[src/rtl/countdown_display_pkg.sv]
// countdown_display_pkg: segment codes, digit count and alert states for countdown_display
package countdown_display_pkg;
  localparam int NUM_DIGITS = 4;
  localparam logic [6:0] SEG_BLANK = 7'h00;
  typedef enum logic [1:0] {NORMAL, ALERT, DONE} alert_state_t;
  function automatic logic [6:0] seg7(input logic [3:0] d);
    case (d)
      4'd0: seg7 = 7'h3F;
      4'd1: seg7 = 7'h06;
      4'd2: seg7 = 7'h5B;
      4'd3: seg7 = 7'h4F;
      4'd4: seg7 = 7'h66;
      4'd5: seg7 = 7'h6D;
      4'd6: seg7 = 7'h7D;
      4'd7: seg7 = 7'h07;
      4'd8: seg7 = 7'h7F;
      4'd9: seg7 = 7'h6F;
      default: seg7 = SEG_BLANK;
    endcase
  endfunction
endpackage

[src/rtl/countdown_display_seg7_decoder.sv]
// seg7_decoder: digit + blank + dp to {dp,g,f,e,d,c,b,a}, combinational
module seg7_decoder
  import countdown_display_pkg::*;
(
  input  logic [3:0] digit,
  input  logic       blank,
  input  logic       dp,
  output logic [7:0] seg
);
  assign seg = {dp, blank ? SEG_BLANK : seg7(digit)};
endmodule

[src/rtl/countdown_display.sv]
// countdown_display: 4-digit multiplexed readout of the countdown value with pause dp and expiry blink.
// Blink alert FSM is compiled in only when COUNTDOWN_BLINK_EN is defined.
module countdown_display
  import countdown_display_pkg::*;
#(
  parameter int CLK_FREQ   = 100_000_000,
  parameter int SCAN_HZ    = 1000,
  parameter int BLINK_HZ   = 2,
  parameter int BLINK_SECS = 3
) (
  input  logic       clk,
  input  logic       rst,
  input  logic [3:0] i_time_val,
  input  logic       i_timeout,
  input  logic       i_en,
  input  logic       i_start_timer,
  output logic [3:0] o_an,
  output logic [7:0] o_seg,
  output logic       o_alert
);
  localparam int SCAN_DIV = CLK_FREQ / (SCAN_HZ * NUM_DIGITS);
  localparam int PW = $clog2(SCAN_DIV + 1);
  logic [PW-1:0] presc;
  logic [1:0] idx;
  logic [3:0] val_l, ones, dig;
  logic en_l, tick, frame, tens, blank, dp, blank_ph, dp_ok;
  logic [7:0] seg_d;
  assign tick = presc == PW'(SCAN_DIV - 1);
  assign frame = tick && idx == 2'd3;
  always_ff @(posedge clk) begin
    if (rst) begin
      presc <= '0;
      idx <= '0;
      val_l <= '0;
      en_l <= 1'b1;
    end else begin
      presc <= tick ? '0 : presc + 1'b1;
      idx <= idx + 2'(tick);
      if (frame) begin
        val_l <= i_time_val;
        en_l <= i_en;
      end
    end
  end
  assign tens = val_l >= 4'd10;
  assign ones = tens ? val_l - 4'd10 : val_l;
  assign dig = idx[0] ? {3'b000, tens} : ones;
  assign blank = idx[1] | (idx[0] & ~tens) | blank_ph;
  assign dp = idx == 2'd0 && dp_ok;
  seg7_decoder u_dec (.digit(dig), .blank(blank), .dp(dp), .seg(seg_d));
  always_ff @(posedge clk) begin
    if (rst) begin
      o_an <= '0;
      o_seg <= '0;
    end else begin
      o_an <= 4'b0001 << idx;
      o_seg <= blank_ph ? 8'h00 : seg_d;
    end
  end
`ifdef COUNTDOWN_BLINK_EN
  localparam int BLINK_DIV = CLK_FREQ / (2 * BLINK_HZ);
  localparam int DUR = BLINK_SECS * CLK_FREQ;
  localparam int BW = $clog2(BLINK_DIV + 1);
  localparam int DW = $clog2(DUR + 1);
  alert_state_t state, state_nx;
  logic [BW-1:0] bcnt;
  logic [DW-1:0] dcnt;
  logic phase, enter, btog, dur_end;
  assign enter = i_timeout && !i_start_timer && state != ALERT;
  assign btog = bcnt == BW'(BLINK_DIV - 1);
  assign dur_end = dcnt == DW'(DUR - 1);
  always_ff @(posedge clk) state <= rst ? NORMAL : state_nx;
  always_comb state_nx = i_start_timer ? NORMAL : enter ? ALERT : (state == ALERT && dur_end) ? DONE : state;
  always_ff @(posedge clk) begin
    if (rst || i_start_timer || enter) begin
      bcnt <= '0;
      dcnt <= '0;
      phase <= 1'b1;
    end else if (state == ALERT) begin
      bcnt <= btog ? '0 : bcnt + 1'b1;
      phase <= phase ^ btog;
      dcnt <= dcnt + 1'b1;
    end
  end
  always_comb begin
    o_alert = state == ALERT;
    blank_ph = o_alert && !phase;
    dp_ok = !en_l && !o_alert;
  end
`else
  localparam int unused_cfg = BLINK_HZ + BLINK_SECS;
  logic unused_timeout;
  assign unused_timeout = i_timeout ^ i_start_timer;
  always_comb begin
    o_alert = 1'b0;
    blank_ph = 1'b0;
    dp_ok = !en_l;
  end
`endif
endmodule

[config.mk]
export PLATFORM = sky130hd
export DESIGN_NAME = countdown_display
export DESIGN_NICKNAME = d
export VERILOG_FILES = /design/src/rtl/countdown_display_pkg.sv /design/src/rtl/countdown_display_seg7_decoder.sv /design/src/rtl/countdown_display.sv
export SDC_FILE = /design/constraint.sdc
export NUM_CORES = 1
export LEC_CHECK = 0
export CAP_MARGIN = 20
export CELL_PAD_IN_SITES_DETAIL_PLACEMENT = 0
export CELL_PAD_IN_SITES_GLOBAL_PLACEMENT = 2
export CORE_MARGIN = 2
export CORE_UTILIZATION = 34
export CTS_BUF_LIST = sky130_fd_sc_hd__clkbuf_2 sky130_fd_sc_hd__clkbuf_4 sky130_fd_sc_hd__clkbuf_8
export CTS_CLUSTER_DIAMETER = 80
export DETAILED_ROUTE_END_ITERATION = 10
export GPL_TIMING_DRIVEN = 0
export PLACE_DENSITY = 0.86
export RECOVER_POWER = 50
export SLEW_MARGIN = 20
export SYNTH_ARGS = -nofsm -noshare
export SYNTH_HDL_FRONTEND = slang
export SYNTH_SLANG_ARGS = --single-unit
[constraint.sdc]
create_clock -name clk -period 2.7 [get_ports clk]
set_input_delay 0.27 -clock clk [delete_from_list [all_inputs] [get_ports clk]]
set_output_delay 0.27 -clock clk [all_outputs]
set_load 0.01 [all_outputs]
# Word level (Yosys, flattened, before mapping)
# Memory sizes are Yosys's and may differ from the RTL's. A register that Yosys moved wholly into a read port is not among the register bits.
# Cells that the tools add are included.
# classes
shifts	1
n_lt_le_gt_ge	1
n_eq_ne	2
addsub	3
muxes	2
bitwise	3
n_reduce_logical	6
# op_table
operator	n
$add A15 B1 Y15 const B	1
$eq A15 B15 Y1 const B	1
$mux W4	2
$ge A4 B4 Y1 const B	1
$reduce_or A2 Y1	2
$shl A1 B2 Y4 const A	1
$sub A4 B4 Y4 const B	1
$add A2 B1 Y2	1
$eq A2 B2 Y1 const B	1
$logic_and A1 B1 Y1	2
$logic_not A2 Y1	1
$and A1 B1 Y1	1
$logic_not A1 Y1	1
$not A1 Y1	1
$or A1 B1 Y1	1
# word_totals
inputBits	9
output_inout_bits	13
rom_bits	112
reg_bits	27
memories	1
wordCells	25
# memory_table
name	words	width	read_ports	rd_clocked_by_memory_dff	wr	line	text
(name not given)	16	7	1	1	0	countdown_display_pkg.sv:7	case (d)

# Logic depth before layout (Yosys ltp)
# depth
depth_word	5
ltp_mapped	7

# Modules after synthesis
# Synthesis repeated with hierarchy kept, for this count alone.
# unflattened
cells_unflattened	178
hier_area_um2	1625.3
# modules_own_cells
module	n_inst	cells_per_inst	area_per_inst_um2
countdown_display	1	145	1385.1
seg7_decoder	1	33	240.2

# Worst setup path before layout
# Ideal clock, no wire load.
# synth_path
path_kind	flip-flop to flip-flop
startpoint	register idx[0]
endpoint	register o_seg[3]
period_less_slack_ns	2.099
t_arrival_ns	2.013
stages_incl_launch_ff	7
path_slack_ns	0.601
n_path_buf	1
setup_time_ns	0.086
path_cell_list	dfxtp_1 clkbuf_1 mux2i_1 inv_1 ha_1 mux2_1 a211oi_1
# synth_between
elab_chain_cells	3
# synth_lines
item	line	text
from (decl)	countdown_display.sv:24	logic [1:0] idx;
from (signal assigned)	countdown_display.sv:38	idx <= idx + 2'(tick);
$and A1 B1 Y1	countdown_display.sv:48	assign blank = idx[1] | (idx[0] & ~tens) | blank_ph;
$or A1 B1 Y1	countdown_display.sv:48	
$reduce_or A2 Y1 (no source line)	--	
to (decl)	countdown_display.sv:18	output logic [7:0] o_seg,
# Several ways; a longest one is shown, not always the timed one.
# A chain may end at the register's enable or synchronous reset.

# Worst setup path in the final report
# Same ends and word-level chain as after synthesis.

==> impl_results.rst <==
.. list-table::
   :header-rows: 1

   * - Metric
     - Value
   * - Die width
     - between 70 and 80 um
   * - Flip-flop cell with the highest count after synthesis
     - sky130_fd_sc_hd__dfxtp_1
   * - Total nets after synthesis
     - roughly 190
   * - Kind of critical path
     - flip-flop to flip-flop
   * - Worst Path Required
     - about 2.9 ns
   * - Starting utilization of the core area
     - 0.357
   * - Maximum fanout along the worst path
     - 10
   * - EDFF count, synth
     - 0
   * - Critical R2R Capture
     - o_seg[3]$_SDFF_PP0_
   * - Final core occ
     - 0.432
   * - CP Data Arrival Time
     - 2.61 ns
   * - Detailed placement HPWL
     - 2370 um
   * - Max-slew headroom at the worst pin
     - 0.567
   * - Area growth from synthesis to layout
     - 21.0%
   * - Final Max Tran Viols
     - 0
   * - Antenna fix cells
     - 0
   * - Startpoint of the lowest-slack register-to-register path
     - idx[0]$_SDFF_PP0_
   * - Maximum number of pins on one net before global-route repair
     - 11
   * - Net count reported at finish
     - 216
   * - Clock tree root driver cell
     - sky130_fd_sc_hd__clkbuf_8
   * - Port-buffer cells
     - 18
   * - Proportion of synthesized chip area in sequential cells
     - 0.435
   * - Register bit total from synthesis
     - 34
   * - Global-route wire length before repair
     - 5640 um
   * - Ratio of cells with drive above 1 in the final layout
     - 0.0707
   * - Number of hold buffers added after cts
     - 0
   * - Unrepaired setup endpoints after global routing
     - no
   * - Post-CTS setup buffer count
     - 0
   * - Clock Skews
     - roughly 0.0064 ns
   * - Top achievable clock speed
     - 0.413 GHz
   * - Final routed DRC violation total
     - 0
   * - Length in cells of the worst reg-to-reg path
     - 6
   * - Worst setup slack for register-to-register paths
     - 0.28 ns
   * - Syn Std Cell Area
     - 1560 um2
   * - Post-detailed-route count of antenna-violating nets
     - 0
   * - Initial antenna violation count
     - 0
   * - Standard-cell row count
     - 24
   * - CTS buffer count
     - 5
   * - Vias in the first global route
     - about 1300
   * - Hold violation count in the final report
     - 0
   * - Floorplan die area
     - roughly 5200 um2
   * - CTS tree
     - built
   * - Most numerous cell types in the synthesized netlist
     - 34 x sky130_fd_sc_hd__dfxtp_1, 20 x sky130_fd_sc_hd__nor2_1, 10 x sky130_fd_sc_hd__nand4_1
   * - Synth top area cells
     - sky130_fd_sc_hd__dfxtp_1 44%, sky130_fd_sc_hd__ha_1 7.2%, sky130_fd_sc_hd__xnor2_1 5.0%
   * - Static Leak
     - ~0.74 nW
   * - Share of flip-flops with an asynchronous set or reset after synthesis
     - 0
   * - Routability congestion estimate
     - 0.817
   * - Source of the critical timing path
     - idx[0]$_SDFF_PP0_
   * - Pre-CTS setup slack
     - 0.293 ns
   * - TritonCTS Sinks
     - 34
   * - Max-cap violations
     - 0
   * - CP Capture Point
     - o_seg[3]$_SDFF_PP0_
   * - Placeable core region
     - 4380 um2
   * - Number of vias per cell after detailed routing
     - 5.09
   * - Detailed router's first-iteration violation count
     - 64
   * - Total Negative Setup Slacks
     - 0 ns
   * - Htree depth
     - 2
   * - Netlist cell types
     - 37
   * - Portion of the clock cycle consumed by the worst path in the final layout
     - 0.896
   * - Mean cell area of the mapped netlist
     - ~9.0 um2
   * - GRT Residual Overflow
     - 0
   * - Filler cell count in the final layout
     - 433
   * - Status
     - finished, final reports clean
   * - Bufs on Longest Clock Path
     - 2
   * - Count of cells resized by post-cts repair
     - 0
   * - Clock transition at path regs
     - 0.07 ns
   * - Routed vias
     - 1272
   * - Critical Path Source Type
     - flip-flop
   * - VDD IR max
     - 268 uV
   * - Worst hold path type
     - flip-flop to flip-flop
   * - Minimum clock period after layout
     - 2.42 ns
   * - Drt first pass iters
     - 4
   * - Die Y-Extent
     - 71.8 um
   * - Capturing element type of the critical path
     - flip-flop
   * - Worst-Skew Late Latency
     - 0.28 ns
   * - Area share of the largest cell type after synthesis
     - 0.435
   * - Library cell occupying the most area in the post-synthesis netlist
     - sky130_fd_sc_hd__dfxtp_1
   * - Total routed wirelength
     - 3210 um
   * - Power Density
     - 489 nW/um2
   * - IO Count
     - 22
   * - Warning count from the yosys run
     - 0
   * - Routed wire per std cell
     - 12.9 um
   * - Slew @ Worst Pin
     - 0.647 ns
   * - Gr usage total
     - 0.140
   * - Synthesized netlist cell count
     - 173
   * - Final setup violation count
     - 0
   * - Final Worst Setup Slack
     - 0.280 ns
   * - Cell with the most instances after synthesis
     - sky130_fd_sc_hd__dfxtp_1
-- critical path: stages, from the launching register on --
cell,delay [ns]
sky130_fd_sc_hd__dfxtp_1,0.45
sky130_fd_sc_hd__clkbuf_1,0.37
sky130_fd_sc_hd__mux2i_1,0.51
sky130_fd_sc_hd__inv_1,0.13
sky130_fd_sc_hd__ha_1,0.33
sky130_fd_sc_hd__mux2_1,0.30
sky130_fd_sc_hd__a211oi_1,0.24
-- where the power goes --
group	internal, mW	switching, mW
registers	0.511	0.00487
clock network	0.197	0.169
logic	0.0224	0.0202
-- per-stage QoR --
stage / cell area (um2) / cells / hold WS (ns) / total power, mW
5_1_grt: 1890 / 250 / 0.447 / 0.968
2_1_floorplan: 1560 / 173 / 0.394 / 0.546
6_report: 1890 / 250 / 0.429 / 0.925
3_5_place_dp: 1810 / 243 / 0.427 / 0.573
4_1_cts: 1890 / 250 / 0.435 / 0.942
3_3_place_gp: 1810 / 243 / 0.412 / 0.572
-- how the worst min path moves through the flow --
stage	start	end	slack, ns	cells after the start
2_1_floorplan	en_l$_SDFFE_PP1P_	o_seg[7]$_SDFF_PP0_	0.39	1
3_3_place_gp	en_l$_SDFFE_PP1P_	o_seg[7]$_SDFF_PP0_	0.41	1
3_5_place_dp	en_l$_SDFFE_PP1P_	o_seg[7]$_SDFF_PP0_	0.43	1
4_1_cts	en_l$_SDFFE_PP1P_	o_seg[7]$_SDFF_PP0_	0.44	1
5_1_grt	en_l$_SDFFE_PP1P_	o_seg[7]$_SDFF_PP0_	0.45	1
6_report	en_l$_SDFFE_PP1P_	o_seg[7]$_SDFF_PP0_	0.43	1
-- metal layers --
layer / part of all wire / up-vias / GRT usage
met5: 0 / - / 0
met4: 0.015 / 0 / 0.0629
met3: 0.029 / 4 / 0.0380
met2: 0.48 / 21 / 0.230
met1: 0.47 / 592 / 0.169
li1: - / 655 / -
-- cells by family after synthesis --
kind of cell,count (synthesis),share of synthesized area
and+or+nand+nor,68,0.232
muxes,5,0.0344
AOI/OAI and AO/OA,27,0.106
xor gates and xnor gates,14,0.0784
DFF,34,0.435
adders and majority gates,9,0.0720
other,1,0.00240
buffers and inverters,15,0.0400
-- state kept, by name, indices dropped and copies added, names as in the netlist --
name   count
presc     15
o_seg      8
o_an       4
val_l      4
idx        2
en_l       1
-- area by class of cell --
cell class,instances,area (um2),area share
multi-input cells,124,821,0.434
flip-flops and latches,34,681,0.360
repair buffers,18,180,0.0952
clock buffers,7,83.8,0.0443
well taps,52,65.1,0.0344
plain buffers,7,32.5,0.0172
inverters,8,30.0,0.0159
-- cell usage in the layout (no fill, tap or decap), types with 3 or more instances in the layout --
master                             n
sky130_fd_sc_hd__clkdlybuf4s50_1   5
sky130_fd_sc_hd__nand3_1           6
sky130_fd_sc_hd__xor2_1            5
sky130_fd_sc_hd__a21oi_1           9
sky130_fd_sc_hd__nor4_1            4
sky130_fd_sc_hd__and4_1            3
sky130_fd_sc_hd__xnor2_1           9
sky130_fd_sc_hd__inv_1             7
sky130_fd_sc_hd__nand4_1          10
sky130_fd_sc_hd__clkbuf_1          4
sky130_fd_sc_hd__dfxtp_1          34
sky130_fd_sc_hd__nor2_1           20
sky130_fd_sc_hd__o21ai_0           7
sky130_fd_sc_hd__nand2b_1          3
sky130_fd_sc_hd__and3_1            4
sky130_fd_sc_hd__o21ai_1           3
sky130_fd_sc_hd__dlygate4sd3_1    13
sky130_fd_sc_hd__nor3_1            4
sky130_fd_sc_hd__nand2_1           8
sky130_fd_sc_hd__a211oi_1          3
sky130_fd_sc_hd__clkbuf_8          5
sky130_fd_sc_hd__ha_1              9
Note: power is estimated with default switching activity, not from simulation.
==> variant 1, RTL diff (same settings) <==
The option `COUNTDOWN_BLINK_EN` is turned on by a define.
--- a/src/rtl/countdown_display.sv
+++ b/src/rtl/countdown_display.sv
@@ -1,4 +1,6 @@
 // countdown_display: 4-digit multiplexed readout of the countdown value with pause dp and expiry blink.
 // Blink alert FSM is compiled in only when COUNTDOWN_BLINK_EN is defined.
+`define COUNTDOWN_BLINK_EN
+
 module countdown_display
   import countdown_display_pkg::*;
Function: changed (Yosys sat finds a counterexample within 4 cycles, from zero or initial values and one cycle with rst high).
==> variant 1 against the original RTL <==
Wire length rose to 3.2 times the old value. Die area rose to 2.7 times the old value. Final cell count rose to 2.9 times the old value. Area after synthesis grew to 2.9 times the old value. Final area increased to 2.7 times the old value. Power rose to 2.6 times the old value. Sequential cell count grew 57. Clock skew is 0.0046 ns higher. Sequential share of layout area shrank 0.17 points. Setup slack improved by 0.15 ns. Critical path depth stayed put. Critical endpoint unchanged. Largest cell class unchanged. Highest routed layer unchanged.
==> variant 1: results (changes against the original RTL) <==
** Finish
- Fin nets :: 565 (+160%)
- Count of fill cells added during filler insertion :: 1,339 (+210%)
- Area of the multi-input gates :: 2460 µm² (+200%)
- The layout sequential cell count is 91 (+170%).
- The largest registers in the layout are dcnt x29, bcnt x25, presc x15.
- Layout buffer count excluding clock buffers :: 46 (+84%)
- Clock-cell share :: 0.0403 (-0.00398)
- Inverter count :: 19 (+11)
- The relative area of non-clock buffer cells in the final design came to 0.0617 (-0.0507).
- Number of multi-input logic gates :: 378 (+200%)
- Layout cell share with drive strength beyond 1 :: 0.0691 (-0.00162)
- Area taken by flip-flops and latches :: 1820 µm² (+170%)

** Yosys
- The total nets after synthesis is 533 (+180%).
- By count the netlist is led by dfxtp_1, nand2_1, a21oi_1, nand4_1, nor2_1.
- Cell types with the largest area share after synthesis :: dfxtp_1, nand4_1, xor2_1, a21oi_1, ha_1
- The proportion of synthesized chip area in sequential cells came to 0.409 (-0.0267).
- The number of library cell types mapped by synthesis was 56 (+51%).

** Route
- Average wire length per cell after detail routing :: 14.2 µm (+10%)
- The average via count per standard cell is 5.34 (+4.9%).
- The number of DRC violations after detailed-routing iteration 0 came to 299 (+370%).
- First-pass DRT Iterations :: 5 (+1)

** Critical path
- Startpoint of the lowest-slack register-to-register path :: idx[0]
- The stage delay of the slowest cell on the critical path is 0.55 ns (+0.04 ns).
- Peak fanout along the critical path :: 10 (unchanged)
- R2r setup slk :: 0.43 ns (+0.15 ns)
- Arrival time worst endpoint :: 2.58 ns (-0.03 ns)
- R2r endpoint :: o_seg[3]

** Global routing
- Via count of the first global-routing pass :: 3,754 (+190%)
- Largest net degree at the start of global routing :: 18 (+7)
- The wire length of the first global-routing pass is 18,200 µm (+220%).
- The total routing usage reported by global routing came to 0.157 (+0.0171).

** Run status
- Result of the run :: finished, final reports clean

** Clocking
- The buffer depth of the longest clock path is 2 (unchanged).
- Hold-fix buffers, CTS :: 0 (unchanged)
- Worst-Skew Late Latency :: 0.38 ns (+0.10 ns)
- Total CTS buffers :: 9 (+4)
- H-tree levels :: 3 (+1)
- Setup bufs post-CTS :: 0 (unchanged)
- The clock transition time at the flip-flop clock pins of the worst setup and hold paths came to 0.10 ns (+0.03 ns).

** STA
- Hold slack :: 0.439 ns (+0.00936 ns)
- Pin slew with the least headroom to its limit :: 0.768 ns (+0.121 ns)
- The worst-case clock skew was 0.0109 ns (+0.00458 ns).

** Pwr
- Worst IR drop on VDD :: 0.276 mV (+3.1%)
- The leakage power figure is 1.56 nW (+110%).
- The power drawn by the sequential cells came to 1.36 mW (+160%).
- Design internal power :: 1.83 mW (+150%)
- Share of power burned in the clock network :: 0.406 (+0.010)

** Placed design
- The count of input and output buffers is 21 (+3).
- The final weighted congestion of routability-driven global placement came to 0.757 (-7.3%).
- Post-detailed-placement half-perimeter wirelength :: 7340 µm (+210%)
==> variant 1: worst max path at each step <==
stage | startpoint | endpoint | slack [ns] | cells past startpoint
finish | idx[0] | o_seg[3] | 0.43 | 6
global route | state[0] | bcnt[17] | 0.19 | 6
CTS | idx[0] | o_seg[3] | 0.41 | 6
detailed placement | bcnt[0] | bcnt[0] | 0.46 | 6
global placement | idx[0] | o_seg[3] | 0.47 | 6
floorplan | bcnt[0] | bcnt[24] | 0.74 | 6
==> variant 1: critical path: cells and delay by family (launching register included) <==
| kind | cells | cell delay, ns |
|---|---|---|
| compound gates | 1 | 0.14 |
| fa+ha+maj | 1 | 0.33 |
| buf+inv | 2 | 0.50 |
| flops | 1 | 0.42 |
| mux | 2 | 0.82 |
==> variant 1: per-layer routing <==
layer | wire [µm] | track usage
met5 | 0 | 0
met4 | 124 | 0.0454
met3 | 334 | 0.0449
met2 | 4780 | 0.246
met1 | 4990 | 0.209
==> variant 1: through the flow <==
step | setup slack [ns] | cell area [µm²] | total power, mW | cells | util
2_1_floorplan | 0.738 | 4460 | 1.43 | 513 | -
3_3_place_gp | 0.470 | 4880 | 1.47 | 706 | 0.384
3_5_place_dp | 0.456 | 4880 | 1.47 | 706 | 0.384
4_1_cts | 0.413 | 5090 | 2.46 | 722 | 0.400
5_1_grt | 0.187 | 5090 | 2.52 | 722 | 0.400
6_report | 0.434 | 5090 | 2.41 | 722 | 0.400
==> variant 1: kinds of logic after synthesis <==
logic type               after synthesis  synth area share
AO/OA/AOI/OAI                         97             0.138
XOR/XNOR                              29            0.0570
adder cells (fa/ha/maj)               11            0.0309
buffers and inverters                 44            0.0396
flip-flops                            91             0.409
multiplexers                           9            0.0208
AND/OR/NAND/NOR                      232             0.305
==> variant 2, RTL diff (same flow settings) <==
Without the edit above. The output `o_seg` loses its register stage (`o_seg` becomes a continuous assignment).
--- a/src/rtl/countdown_display.sv
+++ b/src/rtl/countdown_display.sv
@@ -52,10 +52,10 @@
     if (rst) begin
       o_an <= '0;
-      o_seg <= '0;
     end else begin
       o_an <= 4'b0001 << idx;
-      o_seg <= blank_ph ? 8'h00 : seg_d;
     end
   end
+
+  assign o_seg = blank_ph ? 8'h00 : seg_d;
 `ifdef COUNTDOWN_BLINK_EN
   localparam int BLINK_DIV = CLK_FREQ / (2 * BLINK_HZ);
Behaviour: not the same (a bounded check fails within 4 cycles, from zero or initial values and one cycle with rst high).
==> variant 2 against the original RTL <==
Setup slack got worse by 0.17 ns. Wire length decreased by 12%. First-iteration DRC count fell by 30%. Final cell count is 3.6% lower. Power is 28% lower. Final area is 4.6% lower. Sequential cell count down 8. Maximum frequency down 6.5%. Area after synthesis down 4.9%.
==> variant 2: results (changes against the original RTL) <==
** Run status
- The run finished with clean final reports.

** Finish
- Layout cell share with drive strength beyond 1 :: 0.138 (+0.0669)
- The number of nets at the end of the flow came to 207 (-4.2%).
- The number of fillers in the final layout came to 421 (-2.8%).
- The largest registers in the layout are presc x15, o_an x4, val_l x4.
- N_diodes :: 0 (unchanged)

** Clocking
- The number of H-tree branching levels is 1 (-1).
- Root Buffer :: clkbuf_8
- Clock-pin slew was measured on the worst setup and hold paths at about 0.080 ns.
- Worst-Skew Late Latency :: 0.26 ns (-0.02 ns)
- Maximum clock path buffer count :: 2 (unchanged)
- The total clock buffers created by CTS is 3 (-2).

** Yosys
- Ranked by total cell area, the synthesized netlist is headed by dfxtp_1, ha_1, nor2_1, mux2i_1, xor2_1.
- Post-synthesis sequential area ratio :: 0.350 (-0.0853)
- Commonest cells in the netlist :: dfxtp_1, nor2_1, a21oi_1, ha_1
- The total nets after synthesis is 184 (-3.7%).
- Unique cell type count in the Yosys netlist :: 42 (+14%)
- The share of synthesized registers carrying an async set or reset was 0 (unchanged).
- The total number of yosys warnings was 0 (unchanged).
- In the synthesized netlist the dominant register cell turns out to be dfxtp_1.

** Global routing
- The pin count of the biggest net entering global routing is 15 (+4).
- First-pass GRT wire length :: 5030 µm (-11%)
- The total routing usage reported by global routing is 0.122 (-0.0178).
- Initial antenna violation count :: 0 (unchanged)

** STA
- The worst-case clock skew came to 0.00444 ns (-0.00192 ns).

** Pwr
- The largest voltage drop on the vdd net is 0.276 mV (+2.8%).
- The leakage power figure is 0.698 nW (-5.2%).

** Critical path
- Peak fanout along the critical path :: 9 (-1)
- The signal arrival time at the worst endpoint was 2.32 ns (-0.29 ns).

** Placed design
- GP Congestion :: 0.878 (+7.5%)
- The pre-CTS setup slack came to 0.134 ns (-0.159 ns).
- I/O Buffers :: 18 (unchanged)
- Post-detailed-placement half-perimeter wirelength :: 2180 µm (-7.9%)

** Route
- Drt first-iter violations :: 45 (-30%)
- The number of search-and-repair iterations in the first detailed-routing pass came to 4 (unchanged).
- Average wire length per cell after detail routing :: 11.7 µm (-8.8%)
- The detailed-route via count came to 1,172 (-7.9%).

** Min path
- The path class of the tightest hold or removal check is flip-flop to flip-flop.
[variant 2: changes by cell type after synthesis, moves of 4 or more]
cell | unedited run | this run
nand4_1 | 10 | 4
o21ai_0 | 7 | 2
mux2i_1 | 2 | 7
dfxtp_1 | 34 | 26
clkbuf_1 | 4 | 0
nor4_1 | 4 | 0
buf_6 | 0 | 5
[variant 2: final timing paths]
path	from	endpoint	slack, ns	cells past startpoint
worst max-delay path	val_l[1]	o_seg[0]	0.11	8
worst min-delay path	presc[0]	presc[0]	0.46	1
worst max register to register	presc[6]	presc[3]	0.39	6
worst min register to register	presc[0]	presc[0]	0.46	1
[variant 2: cell type report]
cell class	count	share of cell area
Sequential cell	26	0.289
Multi-Input combinational cell	124	0.478
Buffer	10	0.0478
Clock buffer	4	0.0305
Timing Repair Buffer	18	0.104
Tap cell	52	0.0360
Inverter	7	0.0146
[variant 2: worst max-delay path, cell delays in order, from the launching register on]
cell and delay (ns):
dfxtp_1 0.33, buf_6 0.13, inv_1 0.05, ha_1 0.32
a21oi_4 0.20, and2_2 0.22, o21ai_0 0.09, a21oi_1 0.16
clkdlybuf4s50_1 0.55
[variant 2: power breakdown]
group / internal [mW] / switching (mW)
registers: 0.388 / 0.00359
logic: 0.0175 / 0.0140
clock network: 0.130 / 0.115
total: 0.535 / 0.132
[variant 2: routing by layer]
layer	up-vias	routed length [µm]	part of all wire	track usage
met5	-	0	0	0
met2	16	1410	0.50	0.215
met1	544	1310	0.46	0.152
met4	0	20	0.0071	0.0321
met3	2	81	0.029	0.0216
li1	610	-	-	-
[variant 2: repair_timing]
item	4_1_cts	5_1_grt
gates resized for setup	6	11
endpoints found under the setup margin	7	5
setup buffers	0	0
[variant 2: cell families after synthesis]
kind of cell	share of synthesized area
AO/OA/AOI/OAI	0.0858
XOR/XNOR	0.0765
multiplexers	0.0471
AND/OR/NAND/NOR	0.283
buffers and inverters	0.0875
other	0.00252
adder cells (fa/ha/maj)	0.0673
flip-flops	0.350
[variant 2: stage by stage]
step           hold WS [ns]  area [µm²]  total power [mW]  instances
6_report              0.456        1810             0.668        241
5_1_grt               0.474        1810             0.698        241
4_1_cts               0.456        1800             0.682        241
3_5_place_dp          0.442        1730             0.435        237
3_3_place_gp          0.430        1730             0.434        237
2_1_floorplan         0.417        1490             0.419        167
